--- config.mk ---
export PLATFORM = sky130hd
export DESIGN_NAME = nibble_add_sequencer_flat
export DESIGN_NICKNAME = d
export VERILOG_FILES = /design/src/rtl/alu_seq_pkg.sv /design/src/rtl/nibble_add_sequencer_if.sv /design/src/rtl/rippercarryadder.sv /design/src/rtl/nibble_add_sequencer.sv /design/src/flat_wrapper.sv
export SDC_FILE = /design/constraint.sdc
export NUM_CORES = 1
export LEC_CHECK = 0
export CORE_MARGIN = 3
export CORE_UTILIZATION = 55
export DETAILED_ROUTE_END_ITERATION = 12
export PLACE_DENSITY = 0.88
export SLEW_MARGIN = 5
export SYNTH_ARGS = -nofsm -noshare
export SYNTH_HDL_FRONTEND = slang
export SYNTH_HIERARCHICAL = 1
export SYNTH_SLANG_ARGS = --single-unit
export TNS_END_PERCENT = 50
--- constraint.sdc ---
create_clock -name clk -period 5.1 [get_ports clk]
set_input_delay 0.765 -clock clk [delete_from_list [all_inputs] [get_ports clk]]
set_output_delay 0.765 -clock clk [all_outputs]
set_load 0.05 [all_outputs]
--- src/rtl/alu_seq_pkg.sv ---
// Shared definitions for the nibble-serial ALU sequencer.
//   seq_state_t : sequencer FSM encoding (IDLE, RUN, DONE)
//   NIBBLE_W    : width of the shared adder slice
package alu_seq_pkg;
  typedef enum logic [1:0] {IDLE, RUN, DONE} seq_state_t;
  localparam int NIBBLE_W = 4;
endpackage

--- src/rtl/nibble_add_sequencer_if.sv ---
// Handshake/operand bundle between the control unit (master) and the
// nibble_add_sequencer (slave).
//   start, sub, a, b, cin : request side, driven by master
//   busy, done, result, cout : status/result side, driven by slave
//   zero, ovf : result flags, present only with NIBBLE_SEQ_FLAGS_EN defined
interface nibble_add_sequencer_if #(parameter int WORD_W = 16);
  logic              start;
  logic              sub;
  logic [WORD_W-1:0] a;
  logic [WORD_W-1:0] b;
  logic              cin;
  logic              busy;
  logic              done;
  logic [WORD_W-1:0] result;
  logic              cout;
`ifdef NIBBLE_SEQ_FLAGS_EN
  logic              zero;
  logic              ovf;

  modport master (output start, sub, a, b, cin,
                  input  busy, done, result, cout, zero, ovf);
  modport slave  (input  start, sub, a, b, cin,
                  output busy, done, result, cout, zero, ovf);
`else
  modport master (output start, sub, a, b, cin,
                  input  busy, done, result, cout);
  modport slave  (input  start, sub, a, b, cin,
                  output busy, done, result, cout);
`endif
endinterface

--- src/rtl/rippercarryadder.sv ---
// 4-bit ripple-carry adder slice.
//   A, B : addends      cin0 : carry in
//   sum  : 4-bit sum    cout : carry out of bit 3
module rippercarryadder (
  input  logic [3:0] A,
  input  logic [3:0] B,
  input  logic       cin0,
  output logic [3:0] sum,
  output logic       cout
);
  logic [4:0] c;

  always_comb begin
    c    = '0;
    sum  = '0;
    c[0] = cin0;
    for (int i = 0; i < 4; i++) begin
      sum[i]   = A[i] ^ B[i] ^ c[i];
      c[i+1]   = (A[i] & B[i]) | (c[i] & (A[i] ^ B[i]));
    end
  end

  assign cout = c[4];
endmodule

--- src/rtl/nibble_add_sequencer.sv ---
// WORD_W-bit add/subtract done one nibble per clock, LSB first, through a
// single shared 4-bit ripple-carry slice with the carry registered between
// nibbles.
//   clk, rst_n : clock, async active-low reset
//   bus        : nibble_add_sequencer_if.slave (start/sub/a/b/cin in,
//                busy/done/result/cout out)
// Optional: define NIBBLE_SEQ_FLAGS_EN to add registered zero/ovf flags.
module nibble_add_sequencer
  import alu_seq_pkg::*;
#(
  parameter int WORD_W = 16
) (
  input  logic                   clk,
  input  logic                   rst_n,
  nibble_add_sequencer_if.slave  bus
);
  localparam int NIBBLES = WORD_W / NIBBLE_W;
  localparam int CNT_W   = (NIBBLES > 1) ? $clog2(NIBBLES) : 1;
  localparam logic [CNT_W-1:0] LAST = CNT_W'(NIBBLES - 1);

  seq_state_t        state_q, state_d;
  logic [CNT_W-1:0]  cnt_q, cnt_d;
  logic              carry_q, carry_d;
  logic              sub_q, sub_d;
  logic [WORD_W-1:0] a_q, a_d;
  logic [WORD_W-1:0] b_q, b_d;
  logic [WORD_W-1:0] result_q, result_d;
  logic              cout_q, cout_d;
`ifdef NIBBLE_SEQ_FLAGS_EN
  logic              zero_q, zero_d;
  logic              ovf_q, ovf_d;
  logic              c_msb;
`endif

  logic [NIBBLE_W-1:0] a_nib, b_nib, slice_b, slice_sum;
  logic                slice_cout;

  // Nibble select by counter; B is inverted for subtract (carry_q=1 supplies
  // the +1 of two's complement).
  always_comb begin
    a_nib = '0;
    b_nib = '0;
    for (int i = 0; i < NIBBLES; i++) begin
      if (cnt_q == CNT_W'(i)) begin
        a_nib = a_q[i*NIBBLE_W +: NIBBLE_W];
        b_nib = b_q[i*NIBBLE_W +: NIBBLE_W];
      end
    end
  end

  assign slice_b = b_nib ^ {NIBBLE_W{sub_q}};

  rippercarryadder u_slice (
    .A    (a_nib),
    .B    (slice_b),
    .cin0 (carry_q),
    .sum  (slice_sum),
    .cout (slice_cout)
  );

`ifdef NIBBLE_SEQ_FLAGS_EN
  // Carry into bit 3 of the slice recovered from its sum bit.
  assign c_msb = slice_sum[NIBBLE_W-1] ^ a_nib[NIBBLE_W-1] ^ slice_b[NIBBLE_W-1];
`endif

  always_comb begin
    state_d  = state_q;
    cnt_d    = cnt_q;
    carry_d  = carry_q;
    sub_d    = sub_q;
    a_d      = a_q;
    b_d      = b_q;
    result_d = result_q;
    cout_d   = cout_q;
`ifdef NIBBLE_SEQ_FLAGS_EN
    zero_d   = zero_q;
    ovf_d    = ovf_q;
`endif
    case (state_q)
      IDLE: begin
        if (bus.start) begin
          a_d     = bus.a;
          b_d     = bus.b;
          sub_d   = bus.sub;
          carry_d = bus.sub | bus.cin;
          cnt_d   = '0;
          state_d = RUN;
        end
      end
      RUN: begin
        for (int i = 0; i < NIBBLES; i++) begin
          if (cnt_q == CNT_W'(i)) result_d[i*NIBBLE_W +: NIBBLE_W] = slice_sum;
        end
        carry_d = slice_cout;
        cnt_d   = cnt_q + CNT_W'(1);
        if (cnt_q == LAST) begin
          cout_d  = slice_cout;
`ifdef NIBBLE_SEQ_FLAGS_EN
          zero_d  = (result_d == '0);
          ovf_d   = c_msb ^ slice_cout;
`endif
          cnt_d   = '0;
          state_d = DONE;
        end
      end
      DONE:    state_d = IDLE;
      default: state_d = IDLE;
    endcase
  end

  always_ff @(posedge clk or negedge rst_n) begin
    if (!rst_n) begin
      state_q  <= IDLE;
      cnt_q    <= '0;
      carry_q  <= 1'b0;
      sub_q    <= 1'b0;
      a_q      <= '0;
      b_q      <= '0;
      result_q <= '0;
      cout_q   <= 1'b0;
`ifdef NIBBLE_SEQ_FLAGS_EN
      zero_q   <= 1'b0;
      ovf_q    <= 1'b0;
`endif
    end else begin
      state_q  <= state_d;
      cnt_q    <= cnt_d;
      carry_q  <= carry_d;
      sub_q    <= sub_d;
      a_q      <= a_d;
      b_q      <= b_d;
      result_q <= result_d;
      cout_q   <= cout_d;
`ifdef NIBBLE_SEQ_FLAGS_EN
      zero_q   <= zero_d;
      ovf_q    <= ovf_d;
`endif
    end
  end

  assign bus.busy   = (state_q == RUN);
  assign bus.done   = (state_q == DONE);
  assign bus.result = result_q;
  assign bus.cout   = cout_q;
`ifdef NIBBLE_SEQ_FLAGS_EN
  assign bus.zero   = zero_q;
  assign bus.ovf    = ovf_q;
`endif
endmodule

--- src/flat_wrapper.sv ---
// flat-port wrapper written by rule: the top's interface ports become plain ports
module nibble_add_sequencer_flat import alu_seq_pkg::*;
#(
  parameter int WORD_W = 16
)
  (clk, rst_n, bus_start, bus_sub, bus_a, bus_b, bus_cin, bus_busy, bus_done, bus_result, bus_cout);
  nibble_add_sequencer_if #(.WORD_W(WORD_W)) bus_i ();
  input  logic clk;
  input  logic rst_n;
  input wire logic [$bits(bus_i.start)-1:0] bus_start;
  input wire logic [$bits(bus_i.sub)-1:0] bus_sub;
  input wire logic [$bits(bus_i.a)-1:0] bus_a;
  input wire logic [$bits(bus_i.b)-1:0] bus_b;
  input wire logic [$bits(bus_i.cin)-1:0] bus_cin;
  output wire logic [$bits(bus_i.busy)-1:0] bus_busy;
  output wire logic [$bits(bus_i.done)-1:0] bus_done;
  output wire logic [$bits(bus_i.result)-1:0] bus_result;
  output wire logic [$bits(bus_i.cout)-1:0] bus_cout;
  assign bus_i.start = bus_start;
  assign bus_i.sub = bus_sub;
  assign bus_i.a = bus_a;
  assign bus_i.b = bus_b;
  assign bus_i.cin = bus_cin;
  assign bus_busy = bus_i.busy;
  assign bus_done = bus_i.done;
  assign bus_result = bus_i.result;
  assign bus_cout = bus_i.cout;
  nibble_add_sequencer #(.WORD_W(WORD_W)) u_core (.clk(clk), .rst_n(rst_n), .bus(bus_i));
endmodule
==> out/qor.yml, run 1 <==
status:
  status: "complete, no violations"
cts:
  cts.repair.resized: 0
  clockRootBuffer: "clkbuf_8"
  holdBufCountCts: 0
  numCtsBuffers: 5
  clk_latency_ns: 0.30
  cts_setup_buffers: 0
  path_clk_slew_ns: 0.09
  cts_tree: "built"
  htree_levels: 2
  cts_num_sinks: 55
  clockBufferDepth: 2
grt:
  top_usage_layer: "met2"
  grt_overflow: 0
  met2_usage_pct: 31.54
  grt_pass1_wl_um: 8307
  grt_antenna_before_repair: 0
  grt.met3_usage_pct: 4.354
  gr-usage-all-layers_pct: 19.51
  use_met1_pct: 26.11
  grt_pass1_vias: 1732
  grt_start_max_net_pins: 56
yosys:
  synth_edf_count: 0
  yosys_warnings: 6
  netlist_area_um2: 2663
  synth_most_common_cell: "dfrtp_1"
  synth_simple_gate_area_share_pct: 3.712
  ys_ff_latch: 55
  synth_cell_types: 26
  synth-compound-area-share_pct: 7.378
  syn_inst: 193
  synth_top_area_share_pct: 51.69
  synth.area.mux_share_pct: 25.23
  synthAdderAreaFrac_pct: 4.887
  synth.area.top_cells: "dfrtp_1 52%, mux2_4 16%, mux2_2 8.9%"
  synth_common_cells: "55 x dfrtp_1, 29 x mux2_4, 21 x mux2_2, 15 x inv_1, 10 x nand2_1"
  synth-async-reset-ratio_pct: 100.0
  synth_flop_cell: "dfrtp_1"
  syn_area_per_cell_um2: 13.80
  synth_top_cell_by_area: "dfrtp_1"
  synth_top_family_by_area: "multiplexers"
  yosys.area_share.xor_xnor_pct: 1.316
  synth-seq-area-share_pct: 51.69
  synth_nets: 238
setup_path:
  cp-start-kind: "flip-flop"
  cp_data_required_time_ns: 5.29
  critPathArrivalTime_ns: 3.76
  setup.worst_path.end_class: "flip-flop"
  crit_type: "reg2reg"
  cp_max_fo: 11
  reg2regPathDepth: 15
floorplanning:
  num_io_pins: 56
  dieWidth_um: 75.58
  chipHeight_um: 75.58
  core_um2: 4504
  row_count: 24
  dieArea_um2: 5712
  start_util_pct: 59.11
finish:
  layout.nets: 291
  antenna_cells: 0
  area_delta_synth_final_pct: 22.89
  drive_gt1_share_pct: 24.80
  n_fill_cell: 297
drt:
  vias: 1638
  viasPerCell: 5.497
  wirelength_um: 4958
  drcViolationCount: 0
  wire_per_inst_um: 16.64
  ant_nets: 0
  drt-initial-drc-count: 119
  dr.pass1.iters: 4
sta:
  worst_slew_pin_slew_ns: 1.022
  skew_ns: 0.004973
  finalHoldViolCount: 0
  period_needed_ns: 3.566
  slew_headroom_pct: 31.87
  fmax_mhz: 280.4
  finalSetupViolations: 0
  slew_violations: 0
  post-route-period-util_pct: 69.92
  fin_tns_setup_ns: 0
  holdWs_ns: 0.5140
  rsz0062_at_grt: "no"
placed_design:
  port_buffers: 55
  dp_hpwl_um: 3707
  gp_congestion: 0.8195
flow_run:
  drv_cap: 0
min_path:
  hold_depth: 1
  hp-class: "reg2reg"
flip-flops by register name (all words and copies together) (netlist names):
name,cells
u_core/a_q,16
u_core/b_q,16
u_core/bus.cout,1
u_core/bus.result,16
u_core/carry_q,1
u_core/cnt_q,2
u_core/state_q,2
u_core/sub_q,1
cell type report:
| class | count | area [um2] | area share, % |
|---|---|---|---|
| flip-flops and latches | 55 | 1376 | 42.06 |
| clock buffers | 6 | 82.58 | 2.524 |
| clock inverters | 1 | 5.005 | 0.1530 |
| multi-input cells | 113 | 1134 | 34.65 |
| repair buffers | 56 | 553.0 | 16.90 |
| inverters | 15 | 56.30 | 1.721 |
| well taps | 52 | 65.06 | 1.989 |
cells in the final DEF, fill, tap and decap left out, drive strengths merged, types with 6 or more instances in the layout:
cell type      count
a21oi              6
clkbuf             6
nand2             11
inv               15
o21ai             11
mux2              50
dfrtp             55
clkdlybuf4s50     54
per-stage QoR:
step                std cells  instance area (um2)  utilization (%)  setup slack, ns
floorplan                 193                 2663                -            1.952
global placement          291                 3184            70.69            1.735
detailed placement        291                 3184            70.69            1.615
CTS                       298                 3272            72.64            1.551
global route              298                 3272            72.64            1.265
finish                    298                 3272            72.64            1.534
path summary, 6_finish.rpt:
check	endpoint	startpoint	slack [ns]
worst max-delay path	u_core/bus.result[11]	u_core/cnt_q[1]	1.53
worst min-delay path	u_core/bus.result[5]	u_core/bus.result[5]	0.51
worst max register to register	u_core/bus.result[11]	u_core/cnt_q[1]	1.53
worst min register to register	u_core/bus.result[5]	u_core/bus.result[5]	0.51
max in group asynchronous	u_core/state_q[1]	rst_n	4.09
min in group asynchronous	u_core/a_q[10]	rst_n	0.58
metal layers:
layer / vias to the layer above / share of wire, %
met1: 803 / 45
met2: 52 / 48
met3: 9 / 5.4
met5: - / 0
met4: 0 / 1.7
li1: 774 / -
worst max-delay path, cell delays in order (launching register included):
cell and delay, ns:
dfrtp_1 0.40, inv_1 0.08, ha_1 0.30, nor2b_1 0.41, a22oi_1 0.14, a21oi_1 0.20, xor2_1 0.21, fa_1 0.21
inv_1 0.05, fa_1 0.36, inv_1 0.08, fa_1 0.16, inv_1 0.05, fa_1 0.48, inv_1 0.06, mux2_2 0.27
cell families after synthesis:
logic type      count (synthesis)
compound gates                 31
mux                            50
simple gates                   20
xor+xnor                        4
fa+ha+maj                       8
flops                          55
buf+inv                        25
Power of run 1 is left out: the tool's default activity adds up to more than one toggle a clock period on the data nets, which glitch-free logic cannot reach.
==> run 2, diff against run 1 <==
--- a/config.mk
+++ b/config.mk
@@ -6,9 +6,9 @@
 export NUM_CORES = 1
 export LEC_CHECK = 0
 export CORE_MARGIN = 3
-export CORE_UTILIZATION = 55
+export CORE_UTILIZATION = 46
 export DETAILED_ROUTE_END_ITERATION = 12
-export PLACE_DENSITY = 0.88
+export PLACE_DENSITY = 0.79
 export SLEW_MARGIN = 5
 export SYNTH_ARGS = -nofsm -noshare
 export SYNTH_HDL_FRONTEND = slang
==> constraint.sdc (replaced) <==
create_clock -name clk -period 2.9 [get_ports clk]
set_input_delay 0.435 -clock clk [delete_from_list [all_inputs] [get_ports clk]]
set_output_delay 0.435 -clock clk [all_outputs]
set_load 0.05 [all_outputs]
==> run 2 against run 1 <==
Effect of this change:
- the run now ends with negative setup slack left
- count of clock-buffer cells in the layout unchanged
- sequential cell count is the same
- via count rose by 5.9%
- wire length grew 8.3%
- design area grew 9.4%
- die area is 18% higher
- worst setup slack worse by 1.7 ns
==> out/qor.yml, run 2 (synthesis results as in run 1) <==
grt:
  gr-usage-all-layers_pct: 17.77
  grt_antenna_before_repair: 0
  grt_overflow: 0
  grt_pass1_vias: 1734
  grt_start_max_net_pins: 35
  grt_pass1_wl_um: 8756
drt:
  drt-initial-drc-count: 79
  wirelength_um: 5369
  dr.pass1.iters: 4
  ant_nets: 0
  vias: 1735
  drcViolationCount: 0
  viasPerCell: 5.118
  wire_per_inst_um: 15.84
sta:
  post-route-period-util_pct: 106.4
  rsz0062_at_grt: "yes"
  finalHoldViolCount: 0
  slew_violations: 0
  skew_ns: 0.005234
  fmax_mhz: 324.0
  worst_slew_pin_slew_ns: 0.5461
  period_needed_ns: 3.086
  fin_ws_ns: -0.1862
  slew_headroom_pct: 63.59
  finalSetupViolations: 6
placed_design:
  gp_congestion: 0.8231
  dp_hpwl_um: 3964
  port_buffers: 55
  dp.cells: 328
cts:
  cts_num_sinks: 55
  clockBufferDepth: 2
  clk_latency_ns: 0.30
  cts_tree: "built"
  numCtsBuffers: 5
  path_clk_slew_ns: 0.08
  holdBufCountCts: 0
  htree_levels: 2
  clockRootBuffer: "clkbuf_8"
floorplanning:
  dieArea_um2: 6737
  start_util_pct: 48.06
  chipHeight_um: 82.08
  core_um2: 5540
  dieWidth_um: 82.08
  num_io_pins: 56
  row_count: 27
finish:
  layout_commonest_cell: "dfrtp_1"
  drive_gt1_share_pct: 38.20
  antenna_cells: 0
  finalNonFillerCells: 339
  area_delta_synth_final_pct: 34.49
  layout.nets: 313
  fin_util_pct: 64.63
  layout_common_cells: "55 x dfrtp_1, 54 x clkdlybuf4s50_1, 32 x mux2_4, 20 x buf_4, 18 x mux2_2"
setup_path:
  cp_data_required_time_ns: 3.09
  critPathArrivalTime_ns: 3.28
  critPathLaunch: "u_core/cnt_q[0]"
  endpoint: "u_core/bus.result[15]"
  reg2regPathDepth: 15
  r2r-end: "u_core/bus.result[15]"
  cp_max_fo: 4
  r2r_slack_ns: -0.19
  setup.worst_path.end_class: "flip-flop"
  rr_startpoint: "u_core/cnt_q[0]"
  cp-start-kind: "flip-flop"
  crit_type: "reg2reg"
flow_run:
  drv_cap: 0
status:
  status: "complete, but fails checks"
  failed_checks: "negative setup slack"
min_path:
  hp-class: "in2async"
## run 2: cell types whose count changed in the layout (fill, tap and decap cells not counted), moves of 3 or more
cell / delta
buf_4: +19
ha_4: +4
mux2_2: -3
inv_2: +6
fa_1: -3
inv_1: -6
fa_2: +3
mux2_4: +3
ha_1: -4
## run 2: layout make-up
class,instances,area (um2)
Fill cell,428,1959
Multi-Input combinational cell,113,1247
Sequential cell,55,1376
Tap cell,72,90.09
Inverter,15,56.30
Timing Repair Buffer,78,738.2
Clock buffer,6,72.57
## run 2: what timing repair did
action                                  in CTS  in global routing
gates resized for setup                     21                  6
endpoints found under the setup margin      10                 10
buffers inserted                             4                  1
pin swaps                                    1                  2
## run 2: metal layers
metal	GRT usage (%)	vias up	share of wire, %
met5	0	-	0
met4	9.302	0	2.8
met3	3.947	14	5.4
met2	27.14	58	48
met1	23.62	853	43
li1	-	810	-
## run 2: worst min-delay path by stage
stage	from	endpoint	slack, ns	cells after the start
after CTS	rst_n	u_core/bus.result[8]	0.12	1
final	rst_n	u_core/bus.result[8]	0.11	1
after global placement	rst_n	u_core/bus.result[8]	0.45	1
after floorplan	rst_n	u_core/a_q[0]	0.14	0
after global routing	rst_n	u_core/bus.result[13]	0.14	1
after detailed placement	rst_n	u_core/bus.result[8]	0.45	1
## run 2: worst max-delay path: stages, from the launching register on
cell and delay (ns):
dfrtp_1 0.40, buf_6 0.14, ha_4 0.17, nor2b_4 0.16, a22oi_2 0.08, a21oi_2 0.17, xor2_2 0.18, fa_2 0.22
inv_2 0.04, fa_2 0.34, inv_2 0.07, fa_2 0.18, inv_2 0.04, fa_1 0.48, inv_2 0.05, mux2_4 0.26
## run 2: through the flow
stage | setup TNS [ns] | hold WS [ns] | setup slack (ns) | instance area [um2]
finish | -0.8884 | 0.1053 | -0.1862 | 3581
global route | -1.601 | 0.1399 | -0.2992 | 3581
CTS | -0.6552 | 0.1202 | -0.1395 | 3551
detailed placement | -2.188 | 0.4550 | -0.3689 | 3359
global placement | -1.290 | 0.4532 | -0.2717 | 3359
floorplan | -0.6130 | 0.1394 | -0.1396 | 2675
Power of run 2 is left out for the same reason.
==> run 3, diff against run 2 <==
--- a/config.mk
+++ b/config.mk
@@ -5,13 +5,14 @@
 export SDC_FILE = /design/constraint.sdc
 export NUM_CORES = 1
 export LEC_CHECK = 0
+export CELL_PAD_IN_SITES_DETAIL_PLACEMENT = 0
+export CELL_PAD_IN_SITES_GLOBAL_PLACEMENT = 1
 export CORE_MARGIN = 3
-export CORE_UTILIZATION = 46
+export CORE_UTILIZATION = 37
 export DETAILED_ROUTE_END_ITERATION = 12
 export PLACE_DENSITY = 0.79
 export SLEW_MARGIN = 5
 export SYNTH_ARGS = -nofsm -noshare
 export SYNTH_HDL_FRONTEND = slang
-export SYNTH_HIERARCHICAL = 1
 export SYNTH_SLANG_ARGS = --single-unit
 export TNS_END_PERCENT = 50
==> run 3 against run 2 <==
Effect of this change:
- the flow still finishes with violations (negative setup slack)
- sequential share of layout area barely moved
- worst hold slack worse by 0.0026 ns
- die area grew 22%
- design area grew 0.11%
- non-clock buffer count unchanged
- via count down 0.12%
==> out/qor.yml, run 3 <==
status:
  failed_checks: "negative setup slack"
  status: "complete, but fails checks"
min_path:
  hp-class: "in2async"
pwr:
  total_power_mw: 5.123
  cellPowerDensity_nw_per_um2: 1429
  leakage_nw: 1.566
  p_int_mw: 3.049
  switching_share_pct: 40.48
  max-vdd-ir-drop_uv: 645.0
  power.switching_mw: 2.074
  share_comb_of_total_power_pct: 60.5
  seqPwrFrac_pct: 28.0
  clkPwrFrac_pct: 11.5
flow_run:
  drv_cap: 0
drt:
  viasPerCell: 4.634
  wl_met3_um: 243
  wirelength_um: 5409
  wire_per_inst_um: 14.46
  ant_nets: 0
  drt-initial-drc-count: 54
  wl_met1_um: 2570
  dr.pass1.iters: 4
  vias: 1733
  drcViolationCount: 0
  top_layer: "met4"
  wl_met2_um: 2544
yosys:
  synth_cell_types: 30
  synth_top_area_share_pct: 51.74
  syn_area_per_cell_um2: 13.10
  synth.area.top_cells: "dfrtp_1 52%, mux2_4 16%, mux2_2 5.5%"
  synth_nets: 248
  syn_inst: 203
  synth-async-reset-ratio_pct: 100.0
  synth_most_common_cell: "dfrtp_1"
  yosys_warnings: 0
  synth_top_cell_by_area: "dfrtp_1"
  synth_edf_count: 0
  netlist_area_um2: 2660
  synth_flop_cell: "dfrtp_1"
  synth-seq-area-share_pct: 51.74
  synth_common_cells: "55 x dfrtp_1, 29 x mux2_4, 28 x nand2_1, 18 x o21ai_0, 13 x mux2_2"
  ys_ff_latch: 55
cts:
  clockRootBuffer: "clkbuf_8"
  holdBufCountCts: 0
  htree_levels: 2
  cts_tree: "built"
  numCtsBuffers: 5
  clk_latency_ns: 0.30
  cts_num_sinks: 55
  clockBufferDepth: 2
  path_clk_slew_ns: 0.10
finish:
  layout_common_cells: "54 x clkdlybuf4s50_1, 54 x dfrtp_1, 31 x mux2_4, 28 x nand2_1, 23 x buf_4"
  layout.nets: 322
  area_delta_synth_final_pct: 34.76
  antenna_cells: 0
  design_area_um2: 3585
  fin_util_pct: 52.19
  drive_gt1_share_pct: 33.45
floorplanning:
  dieArea_um2: 8243
  num_io_pins: 56
  start_util_pct: 38.72
  row_count: 30
  core_um2: 6869
  dieWidth_um: 90.79
  chipHeight_um: 90.79
sta:
  period_needed_ns: 3.092
  rsz0062_at_grt: "yes"
  post-route-period-util_pct: 106.6
  skew_ns: 0.004020
  fmax_mhz: 323.4
  fin_ws_ns: -0.1921
  finalHoldViolCount: 0
  worst_slew_pin_slew_ns: 0.5398
  slew_violations: 0
  slew_headroom_pct: 64.01
  holdWs_ns: 0.1027
  finalSetupViolations: 5
placed_design:
  dp_hpwl_um: 4127
  port_buffers: 55
  gp_congestion: 0.7480
  placed_cell_area_um2: 3400
grt:
  gr-usage-all-layers_pct: 13.87
  grt_antenna_before_repair: 0
  grt_pass1_vias: 1799
  grt_overflow: 0
  grt_start_max_net_pins: 33
  grt_pass1_wl_um: 9204
setup_path:
  reg2regPathDepth: 14
  setup.worst_path.end_class: "flip-flop"
  cp_data_required_time_ns: 3.09
  r2r_slack_ns: -0.19
  cp-start-kind: "flip-flop"
  cp_max_fo: 4
  critPathArrivalTime_ns: 3.29
  r2r-end: "u_core.bus.result[11]"
  rr_startpoint: "u_core.cnt_q[1]"
  crit_type: "reg2reg"
==> run 3: cell types whose count changed after synthesis, sizes merged, moves of 3 or more <==
| cell | before | now |
|---|---|---|
| nand2 | 11 | 29 |
| mux2 | 50 | 42 |
| inv | 15 | 8 |
| o21ai | 11 | 18 |
| buf | 6 | 11 |
| clkbuf | 4 | 0 |
| o211ai | 0 | 4 |
| o221ai | 0 | 4 |
| o22ai | 4 | 0 |
| a221o | 4 | 1 |
==> run 3: cells by family (layout without fill, tap and decap cells) <==
kind of cell	Yosys count	in the layout	share of synthesized area, %
AND/OR/NAND/NOR	35	35	5.597
AO/OA/AOI/OAI	39	39	9.172
buffers and inverters	20	95	5.409
adder cells (fa/ha/maj)	8	8	4.892
flip-flops	55	55	51.74
multiplexers	42	42	21.87
XOR/XNOR	4	4	1.317
==> run 3: how the worst max path moves through the flow <==
| stage | startpoint | to | slack [ns] | depth (start not counted) |
|---|---|---|---|---|
| 2_1_floorplan | u_core.cnt_q[0] | u_core.bus.result[3] | -0.16 | 15 |
| 3_3_place_gp | u_core.cnt_q[1] | u_core.bus.result[3] | -0.14 | 14 |
| 3_5_place_dp | u_core.cnt_q[1] | u_core.bus.result[11] | -0.23 | 14 |
| 4_1_cts | u_core.cnt_q[0] | u_core.bus.result[11] | -0.20 | 14 |
| 5_1_grt | u_core.cnt_q[1] | u_core.bus.result[3] | -0.33 | 14 |
| 6_report | u_core.cnt_q[1] | u_core.bus.result[11] | -0.19 | 14 |
==> run 3: area by class of cell <==
class,count,area [um2]
clock buffers,6,72.57
clock inverters,2,60.06
fillers,594,3284
inverters,9,35.03
multi-input cells,128,1201
flip-flops and latches,55,1378
well taps,96,120.1
repair buffers,78,718.2
==> run 3: layer usage <==
metal  vias up  global-route usage, %
li1        841                      -
met1       846                  18.65
met2        40                  22.05
met3         6                  3.833
met4         0                  3.769
met5         -                      0
==> run 3: timing repair <==
item	4_1_cts	5_1_grt
cloned	0	0
gates resized for setup	9	5
setup endpoints to repair	6	7
setup buffers	0	1
pin swaps	2	0
==> run 3: worst max-delay path, cell delays in order, from the launching register on <==
cell and delay, ns:
dfrtp_1 0.43, inv_2 0.13, ha_4 0.16, nand2_1 0.05
o211ai_1 0.18, o221ai_2 0.13, xor2_1 0.17, fa_2 0.34
inv_2 0.06, fa_2 0.19, inv_2 0.04, fa_2 0.32
inv_2 0.06, fa_2 0.45, mux2_4 0.28
==> run 3: through the flow <==
stage	worst slack, ns	instances	setup TNS (ns)
final	-0.1921	374	-0.7593
after global routing	-0.3291	374	-1.603
after CTS	-0.1952	373	-0.8486
after detailed placement	-0.2286	365	-1.186
after global placement	-0.1427	365	-0.6983
after floorplan	-0.1597	203	-0.6891
==> run 3: power by group through the flow <==
stage / registers (mW) / logic, mW / clock network (mW)
4_1_cts: 1.44 / 3.09 / 0.603
5_1_grt: 1.49 / 3.43 / 0.634
2_1_floorplan: 1.75 / 1.79 / 0
3_5_place_dp: 1.44 / 3.03 / 0
3_3_place_gp: 1.43 / 2.98 / 0
6_report: 1.43 / 3.10 / 0.591
Note: power is estimated with default switching activity, not from simulation.
